--- src/rtl/binary_to_gray_code.sv ---
// Registered binary-to-Gray encoder with a decode round-trip check and an adjacency monitor.
// Each accepted binary word appears as Gray code one clock later.
module binary_to_gray_code #(
  parameter int WIDTH = 4
) (
  input  logic             clk,
  input  logic             reset,
  input  logic             in_valid,
  input  logic [WIDTH-1:0] binary,
  output logic [WIDTH-1:0] gray,
  output logic             out_valid,
  output logic [WIDTH-1:0] binary_back,
  output logic             roundtrip_err,
  output logic             single_step,
  output logic [WIDTH:0]   step_count
);

  logic [WIDTH-1:0] gray_next;
  logic [WIDTH-1:0] decode_next;
  logic [WIDTH-1:0] prev_gray;
  logic [WIDTH-1:0] diff;
  logic             have_prev;
  logic             one_bit_diff;

  always_comb begin
    gray_next = binary ^ (binary >> 1);
  end

  // Decode ripples from the MSB down: each binary bit is the XOR of all Gray bits above and at it.
  always_comb begin
    decode_next = '0;
    decode_next[WIDTH-1] = gray_next[WIDTH-1];
    for (int i = WIDTH - 2; i >= 0; i--) begin
      decode_next[i] = decode_next[i+1] ^ gray_next[i];
    end
  end

  // Exactly one bit set: non-zero and clearing the lowest set bit leaves zero.
  always_comb begin
    diff         = gray_next ^ prev_gray;
    one_bit_diff = (diff != '0) && ((diff & (diff - WIDTH'(1))) == '0);
  end

  always_ff @(posedge clk or posedge reset) begin
    if (reset) begin
      gray          <= '0;
      binary_back   <= '0;
      out_valid     <= 1'b0;
      single_step   <= 1'b0;
      roundtrip_err <= 1'b0;
      step_count    <= '0;
      prev_gray     <= '0;
      have_prev     <= 1'b0;
    end else if (in_valid) begin
      gray        <= gray_next;
      binary_back <= decode_next;
      out_valid   <= 1'b1;
      single_step <= have_prev && one_bit_diff;
      prev_gray   <= gray_next;
      have_prev   <= 1'b1;
      if (decode_next != binary) begin
        roundtrip_err <= 1'b1;
      end
      if (step_count != '1) begin
        step_count <= step_count + (WIDTH+1)'(1);
      end
    end else begin
      out_valid   <= 1'b0;
      single_step <= 1'b0;
    end
  end

endmodule

--- config.mk ---
export PLATFORM = sky130hd
export DESIGN_NAME = binary_to_gray_code
export DESIGN_NICKNAME = d
export VERILOG_FILES = /design/src/rtl/binary_to_gray_code.sv
export SDC_FILE = /design/constraint.sdc
export NUM_CORES = 1
export LEC_CHECK = 0
export ABC_AREA = 1
export CAP_MARGIN = 40
export CORE_MARGIN = 2
export CORE_UTILIZATION = 40
export DETAILED_ROUTE_END_ITERATION = 8
export HOLD_SLACK_MARGIN = 0.03
export PLACE_DENSITY = 0.75
export SLEW_MARGIN = 20
export SYNTH_ARGS = -nofsm -noshare
export SYNTH_HDL_FRONTEND = slang
export SYNTH_SLANG_ARGS = --single-unit
--- constraint.sdc ---
create_clock -name clk -period 1.9 [get_ports clk]
set_input_delay 0.38 -clock clk [delete_from_list [all_inputs] [get_ports clk]]
set_output_delay 0.38 -clock clk [all_outputs]
set_load 0.005 [all_outputs]
==> results.json <==
{
  "wl_met3_um": 77,
  "wire_per_inst_um": 10.5,
  "cts_hold_buf": 0,
  "endpoint_kind": "primary output",
  "drt_iter0_markers": 10,
  "ys_seq_area_share_pct": 50.6,
  "synth_area_leaders": "dfrtp_1, nand2_1, nand2_2",
  "fin_crit_sh_pct": 85.0,
  "multi_input_area_um2": 330,
  "relSlewSlack_pct": 58.3,
  "portBuffers": 22,
  "antenna_cells": 0,
  "first_global_vias": 665,
  "rows": 16,
  "p_comb_share_pct": 33.3,
  "ant_nets": 0,
  "met2_length_um": 711,
  "seq_power_share_pct": 45.2,
  "antenna_found_initial": 0,
  "fp.coreArea_mm2": 0.00192,
  "clk_pin_slew_worst_paths_ns": 0.09,
  "clockBufferDepth": 2,
  "arrival_ns": 1.24,
  "drive_above_1_share_pct": 14.3,
  "tightest_slew_ns": 0.625,
  "crit_chain": "clkdlybuf4s50_1",
  "die_h_um": 48.5,
  "yosysWarnings": 0,
  "yosys.area.top_type": "dfrtp_1",
  "critPathKind": "reg -> out",
  "nets": 129,
  "initial_core_util_pct": 41.2,
  "start_kind": "flip-flop",
  "vias": 656,
  "topRoutingLayerUsed": "met4",
  "drv_slew": 0,
  "insertion_delay_ns": 0.29,
  "syn_inst": 95,
  "root_buffer": "clkbuf_4",
  "hold_violations": 0,
  "cp.buffers_inverters": 1,
  "critical_path_peak_fanout": 4,
  "place_inst": 142,
  "drt_first_pass_iters": 5,
  "hold_class": "reg -> reg",
  "tns_ns": 0,
  "status": "finished clean",
  "dieArea_mm2": 0.00235,
  "rsz0062_at_grt": "no",
  "cts_setup_buffers": 0,
  "worst_clock_skew_ns": 0.00195,
  "cts_tree": "built",
  "netSwitchingFraction_pct": 30.0,
  "gr-usage-all-layers_pct": 15.4,
  "avgViaCountPerCell": 4.49,
  "crit_path_max_incr_delay_ns": 0.53,
  "clock.fmax_mhz": 619,
  "cellPowerDensity_mw_per_mm2": 974,
  "ff_latch_area_um2": 400,
  "syn_nets": 104,
  "nFillCells": 187,
  "p_leak_nw": 0.535,
  "path_delay_family": "buffers and inverters",
  "area_growth_pct": 35.5,
  "instances_no_fill": 146,
  "cts_resized": 0,
  "die_x_um": 48.5,
  "final.min_clock_period_ns": 1.62,
  "cts_buffers": 3,
  "max_cap_violations": 0,
  "pwr-share-clk_pct": 21.5,
  "p_int_w": 0.000732,
  "gp_congestion": 0.803,
  "grt_pass1_wl_um": 2770,
  "synth-seq-cells": 16,
  "crit_required_ns": 1.52,
  "power_switching_w": 0.000314,
  "wl_um": 1530,
  "mappedNetlistArea_um2": 792,
  "syn_avg_cell_area_um2": 8.34,
  "synth.top_cell.area_share_pct": 50.6,
  "synthDistinctLibCells": 19,
  "grt_max_degree": 17,
  "cts.sinks": 16,
  "io_pins": 23,
  "gr-total-overflow": 0,
  "vdd_drop_max_mv": 0.653,
  "wl_met1_um": 715,
  "detailed_place_hpwl_um": 1140,
  "cpMaxStageDelayCell": "clkdlybuf4s50_1",
  "setup_viol_count_final": 0,
  "power_w": 0.00105,
  "drcViolationCount": 0,
  "htreeDepth": 1
}
-- Yosys cell counts --
cell type	count
nand3_1	5
nand3b_1	2
buf_4	1
xnor2_1	1
buf_2	1
ha_1	2
nor2_1	2
nor2_2	1
xor2_1	3
nor2_4	1
dfrtp_1	16
inv_1	9
inv_2	3
nand2_2	6
o21ai_0	7
clkbuf_1	1
nand4_1	1
nand2_1	32
or2_2	1
-- flip-flops by register name, summed over array words and instances (netlist names) --
signal / flops
binary_back: 4
have_prev: 1
out_valid: 1
prev_gray: 3
roundtrip_err: 1
single_step: 1
step_count: 5
-- cell usage in the layout, fill, tap and decap left out, drive strengths merged --
cell and n:
dfrtp 16, nand2 38, nand3b 2, o21ai 7, nand3 5, xnor2 1, clkdlybuf4s50 22, xor2 3
buf 1, clkbuf 4, nand4 1, inv 12, nor2 4, or2 1, ha 2
-- through the flow --
stage,setup slack (ns),util (%),cell area [µm²],hold slack (ns)
6_report,0.285,55.9,1070,0.381
5_1_grt,0.215,55.9,1070,0.420
4_1_cts,0.262,55.9,1070,0.387
3_5_place_dp,0.245,54.0,1040,0.364
3_3_place_gp,0.297,54.0,1040,0.369
2_1_floorplan,0.463,-,792,0.294
-- power groups by stage --
stage	clock, W	combinational, W	sequential [W]
floorplan	0	0.000163	0.000479
global placement	0	0.000344	0.000479
detailed placement	0	0.000351	0.000480
CTS	0.000236	0.000354	0.000475
global route	0.000254	0.000400	0.000487
finish	0.000225	0.000348	0.000473
-- per-layer routing --
layer,track usage (%),up-vias
li1,-,337
met1,18.4,299
met2,25.5,17
met3,4.94,3
met4,7.14,0
met5,0,-
-- area by class of cell --
| type | count | share of cell area (%) |
|---|---|---|
| Sequential cell | 16 | 37.3 |
| Multi-Input combinational cell | 64 | 30.8 |
| Timing Repair Buffer | 23 | 21.2 |
| Inverter | 12 | 4.20 |
| Clock buffer | 4 | 3.38 |
| Tap cell | 27 | 3.15 |
-- worst paths after layout --
path                                      startpoint                         end  slack, ns  depth (start not counted)
setup reg to reg           step_count[0]$_DFFE_PP0P_   step_count[3]$_DFFE_PP0P_       0.40                          7
max in group asynchronous                      reset  binary_back[3]$_DFFE_PP0P_       1.04                          2
setup / recovery           step_count[0]$_DFFE_PP0P_               step_count[0]       0.28                          1
min in group asynchronous                      reset   roundtrip_err$_DFFE_PP0P_       0.46                          2
hold / removal             roundtrip_err$_DFFE_PP0P_   roundtrip_err$_DFFE_PP0P_       0.38                          0
hold reg to reg            roundtrip_err$_DFFE_PP0P_   roundtrip_err$_DFFE_PP0P_       0.38                          0
-- logic make-up (layout without fill, tap and decap cells) --
group / after synthesis / in the layout / share of synthesized area, %
xor gates and xnor gates: 4 / 4 / 4.42
AOI/OAI and AO/OA: 7 / 7 / 4.42
adders and majority gates: 2 / 2 / 3.16
DFF: 16 / 16 / 50.6
buffers and inverters: 15 / 39 / 7.74
and+or+nand+nor: 51 / 51 / 29.7
Note: power is estimated with default switching activity, not from simulation.
